==> src/rtl/vga_text_writer.sv <==
// vga_text_writer: write-side companion to the text-mode pixel generator.
// Takes character codes over a valid/ready handshake and writes
// {attr, glyph} cell words into VGA memory at a hardware cursor.
// Handles newline, carriage return, backspace and form feed (screen clear).
// Optional feature macro: CLEAR_LINE_EN -- when defined, every row change
// caused by newline or printable wrap blanks the newly entered row.
module vga_text_writer #(
   parameter logic [14:0] BASE_ADDR  = 15'd0,
   parameter int unsigned COLS       = 80,
   parameter int unsigned ROWS       = 60,
   parameter logic [7:0]  BLANK_CHAR = 8'h20
) (
   input  logic        clk,
   input  logic        reset,
   input  logic        char_valid,
   input  logic [7:0]  char_data,
   input  logic [7:0]  char_attr,
   output logic        char_ready,
   output logic        busy,
   output logic [6:0]  cursor_col,
   output logic [5:0]  cursor_row,
   output logic        mem_we,
   output logic [14:0] mem_addr,
   output logic [15:0] mem_wdata
);

   localparam int unsigned CNT_W = $clog2(COLS * ROWS);
   localparam logic [CNT_W-1:0] LAST_SCR  = CNT_W'(COLS * ROWS - 1);
`ifdef CLEAR_LINE_EN
   localparam logic [CNT_W-1:0] LAST_LINE = CNT_W'(COLS - 1);
`endif
   localparam logic [6:0] LAST_COL = 7'(COLS - 1);
   localparam logic [5:0] LAST_ROW = 6'(ROWS - 1);

   typedef enum logic [1:0] {
      IDLE,
`ifdef CLEAR_LINE_EN
      CLR_LINE,
`endif
      CLR_SCREEN
   } state_t;

   state_t           state_q, state_d;
   logic [6:0]       col_q, col_d;
   logic [5:0]       row_q, row_d;
   logic             we_q, we_d;
   logic [14:0]      addr_q, addr_d;
   logic [15:0]      wdata_q, wdata_d;
   logic             busy_q, busy_d;
   logic [7:0]       attr_q, attr_d;
   logic [CNT_W-1:0] cnt_q, cnt_d;
   logic [14:0]      base_q, base_d;
   logic [5:0]       next_row;

   // Cell address: full-width sum, then wrapped into the 15-bit word space.
   function automatic logic [14:0] cell_addr(input logic [5:0] row, input logic [6:0] col);
      return 15'(32'(BASE_ADDR) + 32'(row) * COLS + 32'(col));
   endfunction

   // Offset from a clear region's first cell, wrapped the same way.
   function automatic logic [14:0] region_addr(input logic [14:0] base, input logic [CNT_W-1:0] off);
      return 15'(32'(base) + 32'(off));
   endfunction

   assign next_row   = (row_q == LAST_ROW) ? 6'd0 : row_q + 6'd1;
   assign char_ready = (state_q == IDLE) && !reset;
   assign busy       = busy_q;
   assign cursor_col = col_q;
   assign cursor_row = row_q;
   assign mem_we     = we_q;
   assign mem_addr   = addr_q;
   assign mem_wdata  = wdata_q;

   // Next-state, cursor and write-port decode; write strobe defaults low.
   always_comb begin
      state_d = state_q;
      col_d   = col_q;
      row_d   = row_q;
      we_d    = 1'b0;
      addr_d  = addr_q;
      wdata_d = wdata_q;
      busy_d  = busy_q;
      attr_d  = attr_q;
      cnt_d   = cnt_q;
      base_d  = base_q;
      unique case (state_q)
         IDLE: begin
            busy_d = 1'b0;
            if (char_valid) begin
               unique case (char_data)
                  8'h0A: begin
                     col_d = 7'd0;
                     row_d = next_row;
`ifdef CLEAR_LINE_EN
                     state_d = CLR_LINE;
                     busy_d  = 1'b1;
                     attr_d  = char_attr;
                     cnt_d   = '0;
                     base_d  = cell_addr(next_row, 7'd0);
`endif
                  end
                  8'h0D: col_d = 7'd0;
                  8'h08: begin
                     // Backspace at column 0 is a no-op.
                     if (col_q != 7'd0) begin
                        col_d   = col_q - 7'd1;
                        we_d    = 1'b1;
                        addr_d  = cell_addr(row_q, col_q - 7'd1);
                        wdata_d = {char_attr, BLANK_CHAR};
                     end
                  end
                  8'h0C: begin
                     // First blank goes out with the acceptance itself so the
                     // clear occupies exactly COLS*ROWS cycles.
                     state_d = CLR_SCREEN;
                     busy_d  = 1'b1;
                     col_d   = 7'd0;
                     row_d   = 6'd0;
                     attr_d  = char_attr;
                     cnt_d   = '0;
                     base_d  = BASE_ADDR;
                     we_d    = 1'b1;
                     addr_d  = BASE_ADDR;
                     wdata_d = {char_attr, BLANK_CHAR};
                  end
                  default: begin
                     we_d    = 1'b1;
                     addr_d  = cell_addr(row_q, col_q);
                     wdata_d = {char_attr, char_data};
                     if (col_q == LAST_COL) begin
                        col_d = 7'd0;
                        row_d = next_row;
`ifdef CLEAR_LINE_EN
                        state_d = CLR_LINE;
                        busy_d  = 1'b1;
                        attr_d  = char_attr;
                        cnt_d   = '0;
                        base_d  = cell_addr(next_row, 7'd0);
`endif
                     end else begin
                        col_d = col_q + 7'd1;
                     end
                  end
               endcase
            end
         end
         CLR_SCREEN: begin
            if (cnt_q == LAST_SCR) begin
               state_d = IDLE;
               busy_d  = 1'b0;
            end else begin
               cnt_d   = cnt_q + CNT_W'(1);
               we_d    = 1'b1;
               addr_d  = region_addr(base_q, cnt_q + CNT_W'(1));
               wdata_d = {attr_q, BLANK_CHAR};
            end
         end
`ifdef CLEAR_LINE_EN
         CLR_LINE: begin
            // The row-changing printable may still own the write port in the
            // first cycle here, so line blanks start one edge later.
            we_d    = 1'b1;
            addr_d  = region_addr(base_q, cnt_q);
            wdata_d = {attr_q, BLANK_CHAR};
            if (cnt_q == LAST_LINE) begin
               state_d = IDLE;
               busy_d  = 1'b0;
            end else begin
               cnt_d = cnt_q + CNT_W'(1);
            end
         end
`endif
         default: state_d = IDLE;
      endcase
   end

   // State, cursor and registered write port; reset abandons any clear.
   always_ff @(posedge clk or posedge reset) begin
      if (reset) begin
         state_q <= IDLE;
         col_q   <= 7'd0;
         row_q   <= 6'd0;
         we_q    <= 1'b0;
         addr_q  <= 15'd0;
         wdata_q <= 16'd0;
         busy_q  <= 1'b0;
         attr_q  <= 8'd0;
         cnt_q   <= '0;
         base_q  <= 15'd0;
      end else begin
         state_q <= state_d;
         col_q   <= col_d;
         row_q   <= row_d;
         we_q    <= we_d;
         addr_q  <= addr_d;
         wdata_q <= wdata_d;
         busy_q  <= busy_d;
         attr_q  <= attr_d;
         cnt_q   <= cnt_d;
         base_q  <= base_d;
      end
   end

endmodule

==> config.mk <==
export PLATFORM = sky130hd
export DESIGN_NAME = vga_text_writer
export DESIGN_NICKNAME = d
export VERILOG_FILES = /design/src/rtl/vga_text_writer.sv
export SDC_FILE = /design/constraint.sdc
export NUM_CORES = 1
export LEC_CHECK = 0
export CAP_MARGIN = 20
export CORE_AREA = 2 2 151 94
export DETAILED_ROUTE_END_ITERATION = 8
export DIE_AREA = 0 0 153 96
export PLACE_DENSITY_LB_ADDON = 0.3
export SYNTH_ARGS = -nofsm -noshare
export SYNTH_HDL_FRONTEND = slang
export SYNTH_SLANG_ARGS = --single-unit
==> constraint.sdc <==
create_clock -name clk -period 7.15 [get_ports clk]
set_clock_uncertainty 0.1 [all_clocks]
set_input_delay 1.0725 -clock clk [delete_from_list [all_inputs] [get_ports clk]]
set_output_delay 1.0725 -clock clk [all_outputs]
set_load 0.1 [all_outputs]
==> flow_summary.json <==
{
  "ys_seq_elements": 67,
  "timing.max_cap.violations": 0,
  "worst_hold_slack_ns": 0.408,
  "initial_core_util_pct": 30.2,
  "grt_pass1_vias": 3342,
  "grt_start_max_net_pins": 68,
  "synth.distinct_cells": 58,
  "yosys.cell_count.top_type": "sky130_fd_sc_hd__dfrtp_1",
  "wp_data_arrival_ns": 4.64,
  "diodes": 0,
  "worst_hold_path_type": "flip-flop to flip-flop",
  "worst-slew-pin-transition_ns": 1.15,
  "timing.final.max_slew_violations": 0,
  "htree_levels": 3,
  "finalSetupTns_ns": 0,
  "power.density_cell_area_nw_per_um2": 182,
  "finalNetCount": 519,
  "clk_pin_slew_worst_paths_ns": 0.06,
  "critPathKind": "input port to flip-flop",
  "global_route.usage.total_pct": 15.4,
  "post-route-drc-count": 0,
  "worst_setup_ep_type": "flip-flop",
  "postSynthNetCount": 461,
  "drt_wl_total_um": 10500,
  "clock_tree_from_tritoncts": "built",
  "longest_clk_path_bufs": 2,
  "cts_made_buffers": 9,
  "final_util_pct": 38.4,
  "outcome": "finished clean",
  "required_ns": 7.30,
  "die-area_um2": 14700,
  "avgSynthCellArea_um2": 9.49,
  "synth.top_cells.by_area": "sky130_fd_sc_hd__dfrtp_1 42%, sky130_fd_sc_hd__ha_1 4.7%, sky130_fd_sc_hd__nor2_1 4.4%, sky130_fd_sc_hd__a21oi_1 4.1%, sky130_fd_sc_hd__nand2_1 3.7%",
  "numPortBuffers": 64,
  "start_kind": "input port",
  "netlist_area_um2": 4030,
  "async_flop_share_pct": 100,
  "globalRouteOverflowTotal": 0,
  "synth_cells": 425,
  "top_post_synthesis_cells_by_count": "67 x sky130_fd_sc_hd__dfrtp_1, 47 x sky130_fd_sc_hd__nor2_1, 40 x sky130_fd_sc_hd__nand2_1",
  "yosysSeqAreaShare_pct": 41.6,
  "synthToLayoutAreaGrowth_pct": 27.1,
  "cts_root_buf": "sky130_fd_sc_hd__clkbuf_16",
  "routedWlPerCell_um": 15.9,
  "rsz0062_at_grt": "false",
  "floorplan.rows": 33,
  "period_needed_ns": 4.49,
  "worst_voltage_drop_across_the_vdd_grid_v": 0.000142,
  "setup_violations": 0,
  "drt-initial-drc-count": 188,
  "drt_pass1_iterations": 4,
  "final_hold_vio_count": 0,
  "io_pins": 66,
  "gpl.final_weighted_congestion": 0.880,
  "leading_area_contributor_after_synthesis": "sky130_fd_sc_hd__dfrtp_1",
  "area_share_of_the_largest_cell_type_after_synthesis_pct": 41.6,
  "synth-warning-count": 0,
  "routed-via-count": 3386,
  "fin_crit_sh_pct": 62.8,
  "critPathMaxFanout": 12,
  "slew_headroom_pct": 23.6,
  "primary_ff_master_synth": "sky130_fd_sc_hd__dfrtp_1",
  "post-dp-hpwl_um": 7590,
  "clock_insertion_delay_worst_skew_ns": 0.33,
  "cts_resized": 0,
  "post_cts_hold_buffer_count": 0,
  "place_worst_setup_slack_ns": 2.37,
  "layout-drive-gt1-share_pct": 11.3,
  "drt.antenna.violating_nets": 0,
  "timing.fmax_ghz": 0.223,
  "grt_pass1_wl_um": 17700,
  "drt-vias-per-instance": 5.11,
  "fp.dieH_um": 96,
  "cts_sinks": 67,
  "total_leakage_power_nw": 2.26,
  "synth_edf_count": 0,
  "initial_antenna_violation_count": 0,
  "core_area_um2": 13300,
  "number_of_setup_buffers_added_after_cts": 0,
  "die_width_um": 153,
  "post-route-worst-setup-slack_ns": 2.66
}
==> routing by layer <==
layer / track usage, % / share of wire, % / vias up
met2: 21.3 / 39 / 111
li1: - / - / 1612
met3: 5.31 / 8.1 / 9
met4: 3.78 / 0.62 / 0
met1: 22.7 / 53 / 1654
met5: 0 / 0 / -
==> worst paths after layout <==
kind | start | cells after the start | slack, ns | endpoint
min in group asynchronous | reset | 3 | 1.26 | cnt_q[12]
worst min register to register | attr_q[3] | 1 | 0.41 | attr_q[3]
max in group asynchronous | reset | 3 | 5.10 | mem_wdata[4]
worst max register to register | state_q[0] | 5 | 3.72 | mem_addr[1]
worst max-delay path | char_data[1] | 14 | 2.66 | mem_addr[10]
worst min-delay path | attr_q[3] | 1 | 0.41 | attr_q[3]
==> report_power, final <==
| group | switching, mW | total, mW | internal, mW |
|---|---|---|---|
| combinational | 0.0205 | 0.0323 | 0.0118 |
| clock | 0.180 | 0.524 | 0.344 |
| sequential | 0.0000996 | 0.379 | 0.379 |
| total | 0.200 | 0.935 | 0.735 |
==> placed cells by master, fill, tap and decap left out, types with 10 or more instances in the layout <==
master and instances:
sky130_fd_sc_hd__nand3_1 12, sky130_fd_sc_hd__ha_1 15, sky130_fd_sc_hd__dfrtp_1 67, sky130_fd_sc_hd__nor2_1 47, sky130_fd_sc_hd__xor2_1 14, sky130_fd_sc_hd__a21oi_1 33, sky130_fd_sc_hd__nand2_1 40, sky130_fd_sc_hd__inv_1 18
sky130_fd_sc_hd__clkdlybuf4s50_1 64, sky130_fd_sc_hd__o21ai_0 29, sky130_fd_sc_hd__nor2b_1 10, sky130_fd_sc_hd__xnor2_1 10
==> critical path: stages <==
cell and delay, ns:
sky130_fd_sc_hd__clkdlybuf4s50_1 0.60, sky130_fd_sc_hd__nor4_4 0.49, sky130_fd_sc_hd__nand4b_1 0.49, sky130_fd_sc_hd__nor2_1 0.33, sky130_fd_sc_hd__xor2_1 0.18, sky130_fd_sc_hd__ha_1 0.19
sky130_fd_sc_hd__inv_1 0.06, sky130_fd_sc_hd__fa_1 0.40, sky130_fd_sc_hd__nor2b_1 0.16, sky130_fd_sc_hd__nor2_1 0.06, sky130_fd_sc_hd__nor2_1 0.19, sky130_fd_sc_hd__xor2_1 0.16
sky130_fd_sc_hd__nand2_1 0.07, sky130_fd_sc_hd__a31oi_1 0.19
==> sequential cells by signal (all words and copies together) (netlist names), 6 cells and up <==
name and cells:
attr_q 8, cnt_q 13, cursor_col 7, cursor_row 6, mem_addr 14, mem_wdata 16
==> logic make-up (layout without fill, tap and decap cells) <==
kind of cell               Yosys count  after routing  share of synthesized area (%)
AOI/OAI and AO/OA                  105            105                           17.3
xor gates and xnor gates            24             24                           5.21
adders and majority gates           17             17                           5.65
buffers and inverters               41            104                           5.43
DFF                                 67             67                           41.6
muxes                               21             21                           5.86
other                                1              1                         0.0930
and+or+nand+nor                    149            149                           18.9
==> through the flow <==
step / total power [mW] / area, um2 / cells
2_1_floorplan: 0.402 / 4030 / 425
3_3_place_gp: 0.418 / 4780 / 647
3_5_place_dp: 0.419 / 4780 / 647
4_1_cts: 0.947 / 5130 / 663
5_1_grt: 0.968 / 5130 / 663
6_report: 0.935 / 5130 / 663
==> cell type report <==
cell class	instances	area, um2
Timing Repair Buffer	68	671
Inverter	20	75.1
Sequential cell	67	1680
Clock buffer	9	225
Clock inverter	7	124
Tap cell	175	219
Fill cell	1353	8210
Multi-Input combinational cell	317	2140
No activity file was read; power rests on OpenSTA's default activity.
==> RTL edit 1: new RTL, same settings <==
The option `CLEAR_LINE_EN` is turned on by a define.
--- a/src/rtl/vga_text_writer.sv
+++ b/src/rtl/vga_text_writer.sv
@@ -4,6 +4,8 @@
 // Handles newline, carriage return, backspace and form feed (screen clear).
 // Optional feature macro: CLEAR_LINE_EN -- when defined, every row change
 // caused by newline or printable wrap blanks the newly entered row.
+`define CLEAR_LINE_EN
+
 module vga_text_writer #(
    parameter logic [14:0] BASE_ADDR  = 15'd0,
    parameter int unsigned COLS       = 80,
Check against the original RTL: not equivalent (a bounded check fails within 4 cycles, from zero or initial values and one cycle with reset high).
==> RTL edit 1 against the unedited design <==
Largest power group is now combinational logic; register-to-register slack lost 130 ps; final area rose by 24%; synthesized area rose by 30%; critical path type unchanged; maximum frequency decreased by 5.0%; power increased by 150%; largest cell class unchanged; die area unchanged; utilization grew 9.1 points; wire length rose by 43%; sequential cell count grew 8; setup slack got worse by 240 ps.
==> RTL edit 1: results (changes against the unedited design) <==
Synth top area cells: dfrtp_1 36%, ha_1 8.8%, o21ai_0 7.2%, a21oi_1 4.0%, nand2_1 3.7%
Nets@finish: 699 (+35%)
Diodes inserted: 0 (unchanged)
Max Root-Sink Buffers: 2 (unchanged)
Synthesized Nets: 651 (+41%)
Synth top cells by count: 75 x dfrtp_1, 75 x o21ai_0, 51 x nand2_1, 42 x a21oi_1, 42 x nor2_1
Reg-to-reg slack, setup: 3590 ps (-130 ps)
Max reg flops: 16 (unchanged)
PortBufs: 64 (unchanged)
Final GP Congestion: 0.954 (+8.4%)
Maximum VDD drop: 342 uV (+140%)
Root Driver: clkbuf_16
Post-CTS Setup Inserts: 0 (unchanged)
Switching share of power: 0.509 (+0.294)
H-tree Lvls: 3 (unchanged)
DRT Pass-1 Iters: 6 (+2)
Fillers: 1243 (-8.1%)
Ys async rst share: 1.00 (unchanged)
Top_reg_cell synth: dfrtp_1
GR Util All Layers: 0.208 (+0.0544)
Hold WC Path Type: reg2reg
Placed insts: 801 (+24%)
Outcome: finished, final reports clean
Max-slew violation count: 0 (unchanged)
Rel. slew slack: 0.317 (+0.0810)
Pre-CTS WS: 2160 ps (-211 ps)
Largest net degree at the start of global routing: 76 (+12%)
Post_cts resized: 0 (unchanged)
Routed WL: 15100 um (+43%)
Proportion of layout cells with a drive suffix above 1: 0.0855 (-0.0272)
CTS Buf Count: 9 (unchanged)
Reg clk slew, reported paths: 60 ps (about the same)
Final setup margin: 2420 ps (-238 ps)
DP Area: 5980 sq um (+25%)
Worst-path fanout max: 7 (-5)
DR vias: 4709 (+39%)
Detail Placement HPWL: 10700 um (+41%)
Unique masters post-synth: 66 (+14%)
First-pass GRT wire length: 24200 um (+37%)
Initial antenna violation count: 0 (unchanged)
Worst-Skew Late Latency: 340 ps
1st-iter DRT viols: 492 (+160%)
Vias per cell: 5.76 (+13%)
Static Leak: 2.75 nW (+21%)
Sequential fraction of the synthesis area: 0.358 (-0.0577)
Syn Area/Cell: 8.87 sq um (-6.5%)
Synth Warn #: 0 (unchanged)
Number of global-route vias before repair: 4481 (+34%)
==> RTL edit 1: path summary, 6_finish.rpt <==
kind | startpoint | depth (start not counted) | endpoint
setup / recovery | char_data[5] | 13 | mem_addr[12]
hold / removal | base_q[8] | 2 | base_q[8]
setup reg to reg | cnt_q[0] | 12 | mem_addr[11]
hold reg to reg | base_q[8] | 2 | base_q[8]
max in group asynchronous | reset | 4 | base_q[7]
min in group asynchronous | reset | 3 | cnt_q[5]
==> RTL edit 1: worst max-delay path, cell delays in order <==
cell and delay, ps:
clkdlybuf4s50_1 480, or4_1 700, nor4_4 480, nand2_1 190
nor3_1 210, xor2_1 250, inv_1 90, fa_1 440
nor2b_1 150, o21ai_0 140, o41ai_1 370, nand2_1 120
a31oi_1 200
==> RTL edit 1: stage by stage <==
stage | hold slack (ps) | utilization
CTS | 398 | 0.472
global placement | 387 | 0.448
floorplan | 355 | -
finish | 393 | 0.476
global route | 434 | 0.476
detailed placement | 383 | 0.448
==> RTL edit 1: layout make-up <==
cell class,count,area (sq um),share of cell area
multi-input combinational,453,3100,0.489
sequential,75,1880,0.296
timing repair buffer,69,718,0.113
clock buffer,9,225,0.0355
tap,175,219,0.0345
inverter,31,116,0.0183
clock inverter,6,90.1,0.0142
==> RTL edit 1: per-layer routing <==
layer	part of all wire	up-vias	wire length [um]	GRT usage
met5	0	-	0	0
met2	0.42	189	6330	0.303
met4	0.0060	0	90	0.0401
met1	0.50	2290	7610	0.317
met3	0.072	14	1090	0.0464
li1	-	2216	-	-
==> RTL edit 1: logic make-up after synthesis <==
logic type                 count (synthesis)  share of synthesized area
AOI/OAI and AO/OA                        185                      0.220
and+or+nand+nor                          167                      0.158
DFF                                       75                      0.358
buffers and inverters                     63                     0.0504
adders and majority gates                 41                      0.104
xor gates and xnor gates                  32                     0.0535
muxes                                     27                     0.0554
other                                      1                   0.000715
==> RTL edit 1: power groups by stage <==
stage / Combinational, mW / Clock, mW / Sequential, mW
after CTS: 1.16 / 0.501 / 0.654
after detailed placement: 1.15 / 0 / 0.657
final: 1.17 / 0.496 / 0.657
after floorplan: 0.403 / 0 / 1.11
after global routing: 1.23 / 0.519 / 0.672
after global placement: 1.14 / 0 / 0.651
==> RTL edit 2: new RTL, config.mk and constraints unchanged <==
Without the edit above. `addr_q` no longer has a reset.
--- a/src/rtl/vga_text_writer.sv
+++ b/src/rtl/vga_text_writer.sv
@@ -181,7 +181,6 @@
          col_q   <= 7'd0;
          row_q   <= 6'd0;
          we_q    <= 1'b0;
-         addr_q  <= 15'd0;
          wdata_q <= 16'd0;
          busy_q  <= 1'b0;
          attr_q  <= 8'd0;
@@ -192,7 +191,6 @@
          col_q   <= col_d;
          row_q   <= row_d;
          we_q    <= we_d;
-         addr_q  <= addr_d;
          wdata_q <= wdata_d;
          busy_q  <= busy_d;
          attr_q  <= attr_d;
@@ -201,5 +199,9 @@
       end
    end
 
+   always_ff @(posedge clk) begin
+      addr_q <= addr_d;
+   end
+
 endmodule
 
Behaviour: differs if reset is asserted again (counterexample within 4 cycles, from zero or initial values and one cycle with reset high); with reset held inactive, the same outputs for 4 cycles.
==> RTL edit 2 against the unedited design <==
Die area stayed put; cell count is 5.9% lower; wire length is 5.9% lower; first-iteration DRC count is 15% higher; non-clock buffer count is 2 lower; synthesized area is 2.5% lower; utilization is 0.56 points lower; final area is 1.5% lower; setup slack worse by 120 ps; sequential cell count stayed put.
Power is not compared: it rests on default switching activity, and its combinational part moved more than twofold at a synthesized area within 25%.
==> RTL edit 2: results (changes against the unedited design) <==
Outcome: finished, final reports clean
Detail Placement HPWL: 7210 um (-5.0%)
Met2 Use GR: 0.199 (-0.0142)
DP Area: 4730 sq um (-0.99%)
Met2 Wirelength: 4060 um (-0.39%)
GR Util All Layers: 0.139 (-0.0147)
Initial antenna violation count: 0 (unchanged)
Hold WS: 387 ps (-20.8 ps)
DR vias: 3226 (-4.7%)
Clock buf/inv share: 0.0636 (-0.00444)
Synth top cells by count: 53 x dfrtp_1, 28 x nand2_1, 22 x a21oi_1, 20 x o21ai_0, 18 x inv_1
Synth top area cells: dfrtp_1 34%, edfxtp_1 11%, ha_1 4.8%, mux2_1 4.6%, xnor2_1 3.6%
Largest net degree at the start of global routing: 54 (-21%)
Sequential fraction of the synthesis area: 0.444 (+0.0283)
RR Startpoint: cursor_col[0]
Number of global-route vias before repair: 3093 (-7.5%)
Proportion of layout cells with a drive suffix above 1: 0.0891 (-0.0236)
Met1 Usage GRT: 0.203 (-0.0244)
H-tree Lvls: 3 (unchanged)
Setup crit start: char_data[5]
Worst-path fanout max: 8 (-4)
Hold Path Stages: 1 (unchanged)
Hold WC Path Type: reg2reg
Hold Path End: attr_q[4]
Rel. slew slack: 0.321 (+0.0854)
CP Data Arrival Time: 4570 ps (-70 ps)
Reg-to-reg slack, setup: 3690 ps (-30 ps)
M3 GR Usage: 0.0464 (-0.00675)
Unique masters post-synth: 61 (+5.2%)
Nets@finish: 480 (-7.5%)
Data buffer area share: 0.130 (-0.00103)
Delay of the slowest critical-path stage: 780 ps (+180 ps)
Non-clock buffers: 66 (-2.9%)
Seq area share: 0.346 (+0.0187)
Number of synthesized flops with an enable pin: 14 (+14)
Pre-CTS WS: 2260 ps (-107 ps)
Ys async rst share: 0.791 (-0.209)
Root Driver: clkbuf_16
Hold Path Origin: attr_q[4]
Clk_buf instances: 11 (+2)
Reg-to-Reg End: mem_addr[10]
Multi-In Gates: 280 (-12%)
First-pass GRT wire length: 16000 um (-9.4%)
Final GP Congestion: 0.802 (-8.9%)
Path depth of the worst reg2reg path: 12 (+7)
Routed WL: 9920 um (-5.9%)
Slowest-stage cell, CP: nor4b_1
Metal3 WL: 699 um (-19%)
1st-iter DRT viols: 217 (+15%)
RTL edit 2: changes by cell type after synthesis, moves of 7 or more:
cell      unedited run  this run
nand2_1             40        28
dfrtp_1             67        53
nor2_1              47        16
mux2_1               0        16
a31o_2               7         0
o21ai_0             29        20
xor2_1              14         4
mux2i_1              9         1
edfxtp_1             0        14
a21oi_1             33        22
RTL edit 2: metrics by stage:
stage / power (mW) / utilization / cells
floorplan: 1.31 / - / 384
finish: 2.01 / 0.379 / 624
CTS: 2.02 / 0.379 / 624
global placement: 1.52 / 0.355 / 608
global route: 2.11 / 0.379 / 624
detailed placement: 1.54 / 0.355 / 608
RTL edit 2: power groups by stage:
stage / Sequential, mW / Combinational, mW / Clock (mW)
2_1_floorplan: 1.01 / 0.304 / 0
3_3_place_gp: 0.615 / 0.907 / 0
3_5_place_dp: 0.619 / 0.918 / 0
4_1_cts: 0.613 / 0.920 / 0.484
5_1_grt: 0.633 / 0.971 / 0.501
6_report: 0.616 / 0.916 / 0.476
RTL edit 2: cell families after synthesis:
kind of cell / count (synthesis) / synth area share
AO/OA/AOI/OAI: 100 / 0.178
XOR/XNOR: 20 / 0.0445
multiplexers: 28 / 0.0798
flip-flops: 67 / 0.444
adder cells (fa/ha/maj): 17 / 0.0579
buffers and inverters: 37 / 0.0398
other: 1 / 0.000953
AND/OR/NAND/NOR: 113 / 0.155
RTL edit 2: how the worst max path moves through the flow:
stage              endpoint  slack, ps  cells past startpoint
2_1_floorplan  mem_addr[10]       3350                     13
3_3_place_gp   mem_addr[10]       2370                     13
3_5_place_dp   mem_addr[10]       2260                     13
4_1_cts        mem_addr[10]       2610                     13
5_1_grt        mem_addr[10]       2240                     13
6_report       mem_addr[10]       2540                     13
